<file path="src/rtl/sync_gen_param_if.sv">
// Video timing bundle between the sync generator (master) and the pixel pipeline (slave).
// The enable travels with the timing signals because every consumer must qualify strobes with it.
interface sync_gen_param_if #(
    parameter int X_W     = 11,
    parameter int Y_W     = 11,
    parameter int FRAME_W = 8
) ();
    logic               en;
    logic               vga_h_sync;
    logic               vga_v_sync;
    logic               inDisplayArea;
    logic               inPrefetchArea;
    logic [X_W-1:0]     prefetchCounterX;
    logic [Y_W-1:0]     counterY;
    logic               lineStart;
    logic               frameStart;
    logic [FRAME_W-1:0] frameCounter;

    modport master (
        input  en,
        output vga_h_sync, vga_v_sync, inDisplayArea, inPrefetchArea,
        output prefetchCounterX, counterY, lineStart, frameStart, frameCounter
    );

    modport slave (
        output en,
        input  vga_h_sync, vga_v_sync, inDisplayArea, inPrefetchArea,
        input  prefetchCounterX, counterY, lineStart, frameStart, frameCounter
    );
endinterface

</file>
<file path="src/rtl/sync_gen_param.sv">
// Parametrised VGA/VESA timing generator: beam counters plus registered sync, area flags and strobes.
// A prefetch X counter runs PREFETCH clocks ahead of the beam so fetch logic can lead the display.
module sync_gen_param #(
    parameter int H_VISIBLE = 1280,
    parameter int H_FRONT   = 48,
    parameter int H_SYNC    = 112,
    parameter int H_BACK    = 248,
    parameter int V_VISIBLE = 1024,
    parameter int V_FRONT   = 1,
    parameter int V_SYNC    = 3,
    parameter int V_BACK    = 38,
    parameter int H_POL     = 1,
    parameter int V_POL     = 1,
    parameter int PREFETCH  = 16,
    parameter int X_W       = 11,
    parameter int Y_W       = 11,
    parameter int FRAME_W   = 8
) (
    input  logic              clk,
    input  logic              rst,
    sync_gen_param_if.master  vga
);
    localparam int H_TOTAL = H_SYNC + H_BACK + H_VISIBLE + H_FRONT;
    localparam int V_TOTAL = V_VISIBLE + V_FRONT + V_SYNC + V_BACK;
    localparam int X_START = H_SYNC + H_BACK;
    localparam int PF_INIT = (PREFETCH == X_START) ? 0 : (H_TOTAL - X_START + PREFETCH);

    localparam logic [X_W-1:0] H_LAST     = X_W'(H_TOTAL - 1);
    localparam logic [X_W-1:0] H_SYNC_END = X_W'(H_SYNC);
    localparam logic [X_W-1:0] X_BEGIN    = X_W'(X_START);
    localparam logic [X_W-1:0] X_END      = X_W'(X_START + H_VISIBLE);
    localparam logic [X_W-1:0] H_VIS      = X_W'(H_VISIBLE);
    localparam logic [X_W-1:0] PF_START   = X_W'(PF_INIT);
    localparam logic [Y_W-1:0] V_LAST     = Y_W'(V_TOTAL - 1);
    localparam logic [Y_W-1:0] V_VIS      = Y_W'(V_VISIBLE);
    localparam logic [Y_W-1:0] V_SYNC_BEG = Y_W'(V_VISIBLE + V_FRONT);
    localparam logic [Y_W-1:0] V_SYNC_END = Y_W'(V_VISIBLE + V_FRONT + V_SYNC);
    localparam logic           HP         = 1'(H_POL);
    localparam logic           VP         = 1'(V_POL);

    logic [X_W-1:0]     counterX;
    logic [X_W-1:0]     pfX;
    logic [Y_W-1:0]     yPos;
    logic [FRAME_W-1:0] frameCnt;

    logic xWrap, yWrap;
    logic hActive, vActive, yVisible, dispNext, prefNext, lineNext, frameNext;

    always_comb begin
        xWrap     = (counterX == H_LAST);
        yWrap     = (yPos == V_LAST);
        yVisible  = (yPos < V_VIS);
        hActive   = (counterX < H_SYNC_END);
        vActive   = (yPos >= V_SYNC_BEG) && (yPos < V_SYNC_END);
        dispNext  = (counterX >= X_BEGIN) && (counterX < X_END) && yVisible;
        prefNext  = (pfX < H_VIS) && yVisible;
        lineNext  = (counterX == X_BEGIN) && yVisible;
        frameNext = (counterX == X_BEGIN) && (yPos == '0);
    end

    // pfX tracks counterX shifted by the prefetch lead, wrapping on its own instead of using a modulo.
    always_ff @(posedge clk) begin
        if (rst) begin
            counterX             <= '0;
            pfX                  <= PF_START;
            yPos                 <= '0;
            frameCnt             <= '0;
            vga.vga_h_sync       <= ~HP;
            vga.vga_v_sync       <= ~VP;
            vga.inDisplayArea    <= 1'b0;
            vga.inPrefetchArea   <= 1'b0;
            vga.prefetchCounterX <= '0;
            vga.counterY         <= '0;
            vga.lineStart        <= 1'b0;
            vga.frameStart       <= 1'b0;
            vga.frameCounter     <= '0;
        end else if (vga.en) begin
            counterX <= xWrap ? '0 : counterX + 1'b1;
            pfX      <= (pfX == H_LAST) ? '0 : pfX + 1'b1;
            if (xWrap) begin
                yPos <= yWrap ? '0 : yPos + 1'b1;
                if (yWrap) begin
                    frameCnt <= frameCnt + 1'b1;
                end
            end
            vga.vga_h_sync       <= hActive ? HP : ~HP;
            vga.vga_v_sync       <= vActive ? VP : ~VP;
            vga.inDisplayArea    <= dispNext;
            vga.inPrefetchArea   <= prefNext;
            vga.prefetchCounterX <= pfX;
            vga.counterY         <= yPos;
            vga.lineStart        <= lineNext;
            vga.frameStart       <= frameNext;
            vga.frameCounter     <= frameCnt;
        end
    end
endmodule

</file>
<file path="src/flat_wrapper.sv">
// flat-port wrapper written by rule: the top's interface ports become plain ports
module sync_gen_param_flat 
#(
    parameter int H_VISIBLE = 1280,
    parameter int H_FRONT   = 48,
    parameter int H_SYNC    = 112,
    parameter int H_BACK    = 248,
    parameter int V_VISIBLE = 1024,
    parameter int V_FRONT   = 1,
    parameter int V_SYNC    = 3,
    parameter int V_BACK    = 38,
    parameter int H_POL     = 1,
    parameter int V_POL     = 1,
    parameter int PREFETCH  = 16,
    parameter int X_W       = 11,
    parameter int Y_W       = 11,
    parameter int FRAME_W   = 8
)
  (clk, rst, vga_en, vga_vga_h_sync, vga_vga_v_sync, vga_inDisplayArea, vga_inPrefetchArea, vga_prefetchCounterX, vga_counterY, vga_lineStart, vga_frameStart, vga_frameCounter);
  sync_gen_param_if #(.X_W(X_W), .Y_W(Y_W), .FRAME_W(FRAME_W)) vga_i ();
  input  logic clk;
  input  logic rst;
  input wire logic [$bits(vga_i.en)-1:0] vga_en;
  output wire logic [$bits(vga_i.vga_h_sync)-1:0] vga_vga_h_sync;
  output wire logic [$bits(vga_i.vga_v_sync)-1:0] vga_vga_v_sync;
  output wire logic [$bits(vga_i.inDisplayArea)-1:0] vga_inDisplayArea;
  output wire logic [$bits(vga_i.inPrefetchArea)-1:0] vga_inPrefetchArea;
  output wire logic [$bits(vga_i.prefetchCounterX)-1:0] vga_prefetchCounterX;
  output wire logic [$bits(vga_i.counterY)-1:0] vga_counterY;
  output wire logic [$bits(vga_i.lineStart)-1:0] vga_lineStart;
  output wire logic [$bits(vga_i.frameStart)-1:0] vga_frameStart;
  output wire logic [$bits(vga_i.frameCounter)-1:0] vga_frameCounter;
  assign vga_i.en = vga_en;
  assign vga_vga_h_sync = vga_i.vga_h_sync;
  assign vga_vga_v_sync = vga_i.vga_v_sync;
  assign vga_inDisplayArea = vga_i.inDisplayArea;
  assign vga_inPrefetchArea = vga_i.inPrefetchArea;
  assign vga_prefetchCounterX = vga_i.prefetchCounterX;
  assign vga_counterY = vga_i.counterY;
  assign vga_lineStart = vga_i.lineStart;
  assign vga_frameStart = vga_i.frameStart;
  assign vga_frameCounter = vga_i.frameCounter;
  sync_gen_param #(.H_VISIBLE(H_VISIBLE), .H_FRONT(H_FRONT), .H_SYNC(H_SYNC), .H_BACK(H_BACK), .V_VISIBLE(V_VISIBLE), .V_FRONT(V_FRONT), .V_SYNC(V_SYNC), .V_BACK(V_BACK), .H_POL(H_POL), .V_POL(V_POL), .PREFETCH(PREFETCH), .X_W(X_W), .Y_W(Y_W), .FRAME_W(FRAME_W)) u_core (.clk(clk), .rst(rst), .vga(vga_i));
endmodule
</file>
<file path="config.mk">
export PLATFORM = sky130hd
export DESIGN_NAME = sync_gen_param_flat
export DESIGN_NICKNAME = d
export VERILOG_FILES = /design/src/rtl/sync_gen_param_if.sv /design/src/rtl/sync_gen_param.sv /design/src/flat_wrapper.sv
export SDC_FILE = /design/constraint.sdc
export NUM_CORES = 1
export LEC_CHECK = 0
export ABC_CLOCK_PERIOD_IN_PS = 5900
export BUFFER_PORTS_ARGS = -buffer_cell sky130_fd_sc_hd__buf_2
export CAP_MARGIN = 20
export CORE_MARGIN = 5
export CORE_UTILIZATION = 30
export DETAILED_ROUTE_END_ITERATION = 10
export GPL_TIMING_DRIVEN = 0
export PLACE_DENSITY_LB_ADDON = 0.2
export REMOVE_ABC_BUFFERS = 1
export SYNTH_ARGS = -nofsm -noshare
export SYNTH_HDL_FRONTEND = slang
export SYNTH_SLANG_ARGS = --single-unit
</file>
<file path="constraint.sdc">
create_clock -name clk -period 5.9 [get_ports clk]
set_clock_uncertainty 0.15 [all_clocks]
set_input_delay 0.885 -clock clk [delete_from_list [all_inputs] [get_ports clk]]
set_output_delay 0.885 -clock clk [all_outputs]
set_load 0.1 [all_outputs]
</file>
==> results.md <==
- Outcome: finished clean
- Leakage: 1.60 nW
- NumNets Final: approximately 410
- Largest net degree at the start of global routing: 58
- Setup TNS: 0 ps
- Finished Layout Cells: 547
- DP Wirelength: a little under 5000 µm
- Setup bufs post-CTS: 0
- Number of global-route vias before repair: 2638
- Synth Flop Type: dfxtp_1
- Total grt overflow: 0
- Synth Register Bits: 77
- Hold Path Cell Cnt: 2
- Core Util, Final: 0.363
- CP max-delay cell: or4_1
- CTS clk-pin slew, worst paths: roughly 60 ps
- DRC violations left: 0
- PortBufs: 38
- Worst-Skew Late Latency: 350 ps
- Overall Power: approximately 0.0011 W
- Worst setup path class: in2reg
- Most common cell after layout, fill and taps aside: dfxtp_1
- Count of unique library cells instantiated by Yosys: 38
- Finished Cell Area: 3980 µm²
- Power share of the sequential group: 0.479
- WL final: 7410 µm
- Die ar.: 13600 µm²
- Commonest cells after routing, fill and taps aside: 77 x dfxtp_1, 54 x nor2_1, 39 x buf_2
- Clock share of power: 0.471
- Max-slew violation count: 0
- Number of synthesized flops with an enable pin: 0
- Tmin final: between 3000 and 4000 ps
- Pwr dens: 277 nW/µm²
- Sw Ratio: 0.235
- CTS Root Cell: clkbuf_16
- Core area: 11000 µm²
- Cts bufs inserted: 9
- Total I/O pin count: 39
- VDD IR max: 0.151 mV
- H-tree depth: 3
- Die Width: 116 µm
- Comb power frac: 0.051
- Max-slew headroom: 0.370
- Dpl cell area: between 3000 and 4000 µm²
- Worst Setup SP: vga_en
- Req. time, crit path: 5990 ps
- Post-cts resize count: 0
- Hold Crit Start: u_core.vga.frameStart$_SDFFE_PP0P_
- Synth Area per Inst: 9.09 µm²
- R2R Path End: u_core.frameCnt[7]$_SDFFE_PP0P_
- Hold-fix buffers, CTS: 0
- Sw power: 0.000259 W
- Final hold violations: 0
- Clock Path Buffers: 2
- CP Max Fanout: 33
- Asr flop ratio synth: 0
- DR pass1 iterations: 4
- Internal Power: 0.000846 W
- Cells after DPL: between 500 and 600
- Warnings from Yosys: 0
- Initial antenna violation count: 0
- GP Congestion: 0.768
- Row cnt: 38
- Synth Instances: 374
- Starting Density: 0.310
- Worst R2R Setup Slack: 3010 ps
- Peak Freq: 301 MHz
- Maxcap violations: 0
- Layout cells sized above 1: 0.147
- Worst slew pin tran: 945 ps
- Via count: 2730
- Post-DR vias/cell: ~5.0
- Ant diodes: 0
- First-pass GRT wire length: 12700 µm
- GRT Resource Usage Total: 0.119
- Cells along the critical path: buf_2 -> nand3_1 -> or4_1 -> nor4_1 -> mux2_2
- Hold Path Class: reg2reg
- Crit path largest cell delay: 1000 ps
- Setup crit end kind: flip-flop
- Sequential share of the synthesized area: 0.453
- Startpoint Class: primary input
- TritonCTS clock tree: yes
- Reg-to-Reg Start: u_core.counterX[3]$_SDFFE_PP0P_
- Worst Reg2Reg Path Length in Cells: 4
- Wire length per cell: about 14 µm
- Die H: 116 µm
- Final ANT Viol Nets: 0
- Unrepaired setup endpoints after global routing: no
- DR iter-0 viols: approximately 120
- Period utilization: 0.563
- Hold EP: u_core.vga.frameStart$_SDFFE_PP0P_
- CTS sink count: 77
- Synthesized area: 3400 µm²
- Area growth from synthesis to layout: 17.1%
- Worst Path Arrival: 3410 ps
- Number of setup violations in the final report: 0
through the flow:
step                setup slack (ps)  hold slack [ps]
finish                          2580              311
global route                    2370              328
CTS                             2520              312
detailed placement              2170              304
global placement                1620              300
floorplan                       3120              304
flip-flops by register name (all words and copies together), names as in the netlist:
register and cells:
u_core.vga.frameCounter 8, u_core.yPos 11, u_core.counterX 11, u_core.vga.lineStart 1
u_core.vga.vga_h_sync 1, u_core.vga.counterY 11, u_core.vga.frameStart 1, u_core.frameCnt 8
u_core.vga.inPrefetchArea 1, u_core.vga.prefetchCounterX 11, u_core.vga.inDisplayArea 1, u_core.vga.vga_v_sync 1
u_core.pfX 11
Yosys cell counts, types with 5 or more instances:
| cell type | n | area [µm²] |
|---|---|---|
| a21oi_1 | 25 | 125 |
| and4_1 | 8 | 70.1 |
| clkbuf_1 | 17 | 63.8 |
| dfxtp_1 | 77 | 1540 |
| ha_1 | 7 | 87.6 |
| inv_1 | 7 | 26.3 |
| mux2i_1 | 31 | 310 |
| nand2_1 | 17 | 63.8 |
| nand2b_1 | 5 | 31.3 |
| nand3_1 | 19 | 95.1 |
| nand4_1 | 11 | 68.8 |
| nor2_1 | 54 | 203 |
| o21ai_0 | 6 | 30.0 |
| o31ai_1 | 12 | 90.1 |
| or4_1 | 16 | 120 |
| xnor2_1 | 5 | 43.8 |
| xor2_1 | 12 | 105 |
worst max-delay path, delay by kind of cell:
family | cells | cell delay, ps
mux | 1 | 370
simple gates | 3 | 1650
buf+inv | 1 | 490
power by group through the flow:
| stage | registers, W | clock network, W | logic, W |
|---|---|---|---|
| finish | 0.000529 | 0.000520 | 0.0000559 |
| global route | 0.000530 | 0.000558 | 0.0000606 |
| CTS | 0.000529 | 0.000537 | 0.0000555 |
| detailed placement | 0.000540 | 0 | 0.0000554 |
| global placement | 0.000540 | 0 | 0.0000542 |
| floorplan | 0.000557 | 0 | 0.0000159 |
cells by family (layout without fill, tap and decap cells):
kind of cell	count (synthesis)	after routing	share of synthesized area
mux	32	32	0.0946
compound gates	54	54	0.0975
flops	77	77	0.453
fa+ha+maj	7	7	0.0258
buf+inv	31	64	0.0390
xor+xnor	17	17	0.0438
simple gates	156	156	0.246
per-layer routing:
| layer | GRT usage | vias to the layer above | wire length (µm) |
|---|---|---|---|
| li1 | - | 1408 | - |
| met5 | 0 | - | 0 |
| met1 | 0.153 | 1270 | 3560 |
| met3 | 0.0513 | 8 | 429 |
| met2 | 0.182 | 44 | 3330 |
| met4 | 0.0363 | 0 | 95 |
cell type report:
class	count	area, µm²
clock inverters	4	22.5
fillers	1131	7000
clock buffers	12	256
multi-input cells	266	1730
flip-flops and latches	77	1540
repair buffers	41	235
inverters	7	26.3
well taps	140	175
worst max path at each step:
| stage | to | cells past startpoint |
|---|---|---|
| final | u_core.frameCnt[7]$_SDFFE_PP0P_ | 5 |
| after global routing | u_core.frameCnt[7]$_SDFFE_PP0P_ | 5 |
| after CTS | u_core.frameCnt[7]$_SDFFE_PP0P_ | 5 |
| after detailed placement | u_core.frameCnt[7]$_SDFFE_PP0P_ | 5 |
| after global placement | u_core.frameCnt[7]$_SDFFE_PP0P_ | 5 |
| after floorplan | u_core.frameCnt[7]$_SDFFE_PP0P_ | 4 |
Power figures use the tool's default switching activity.
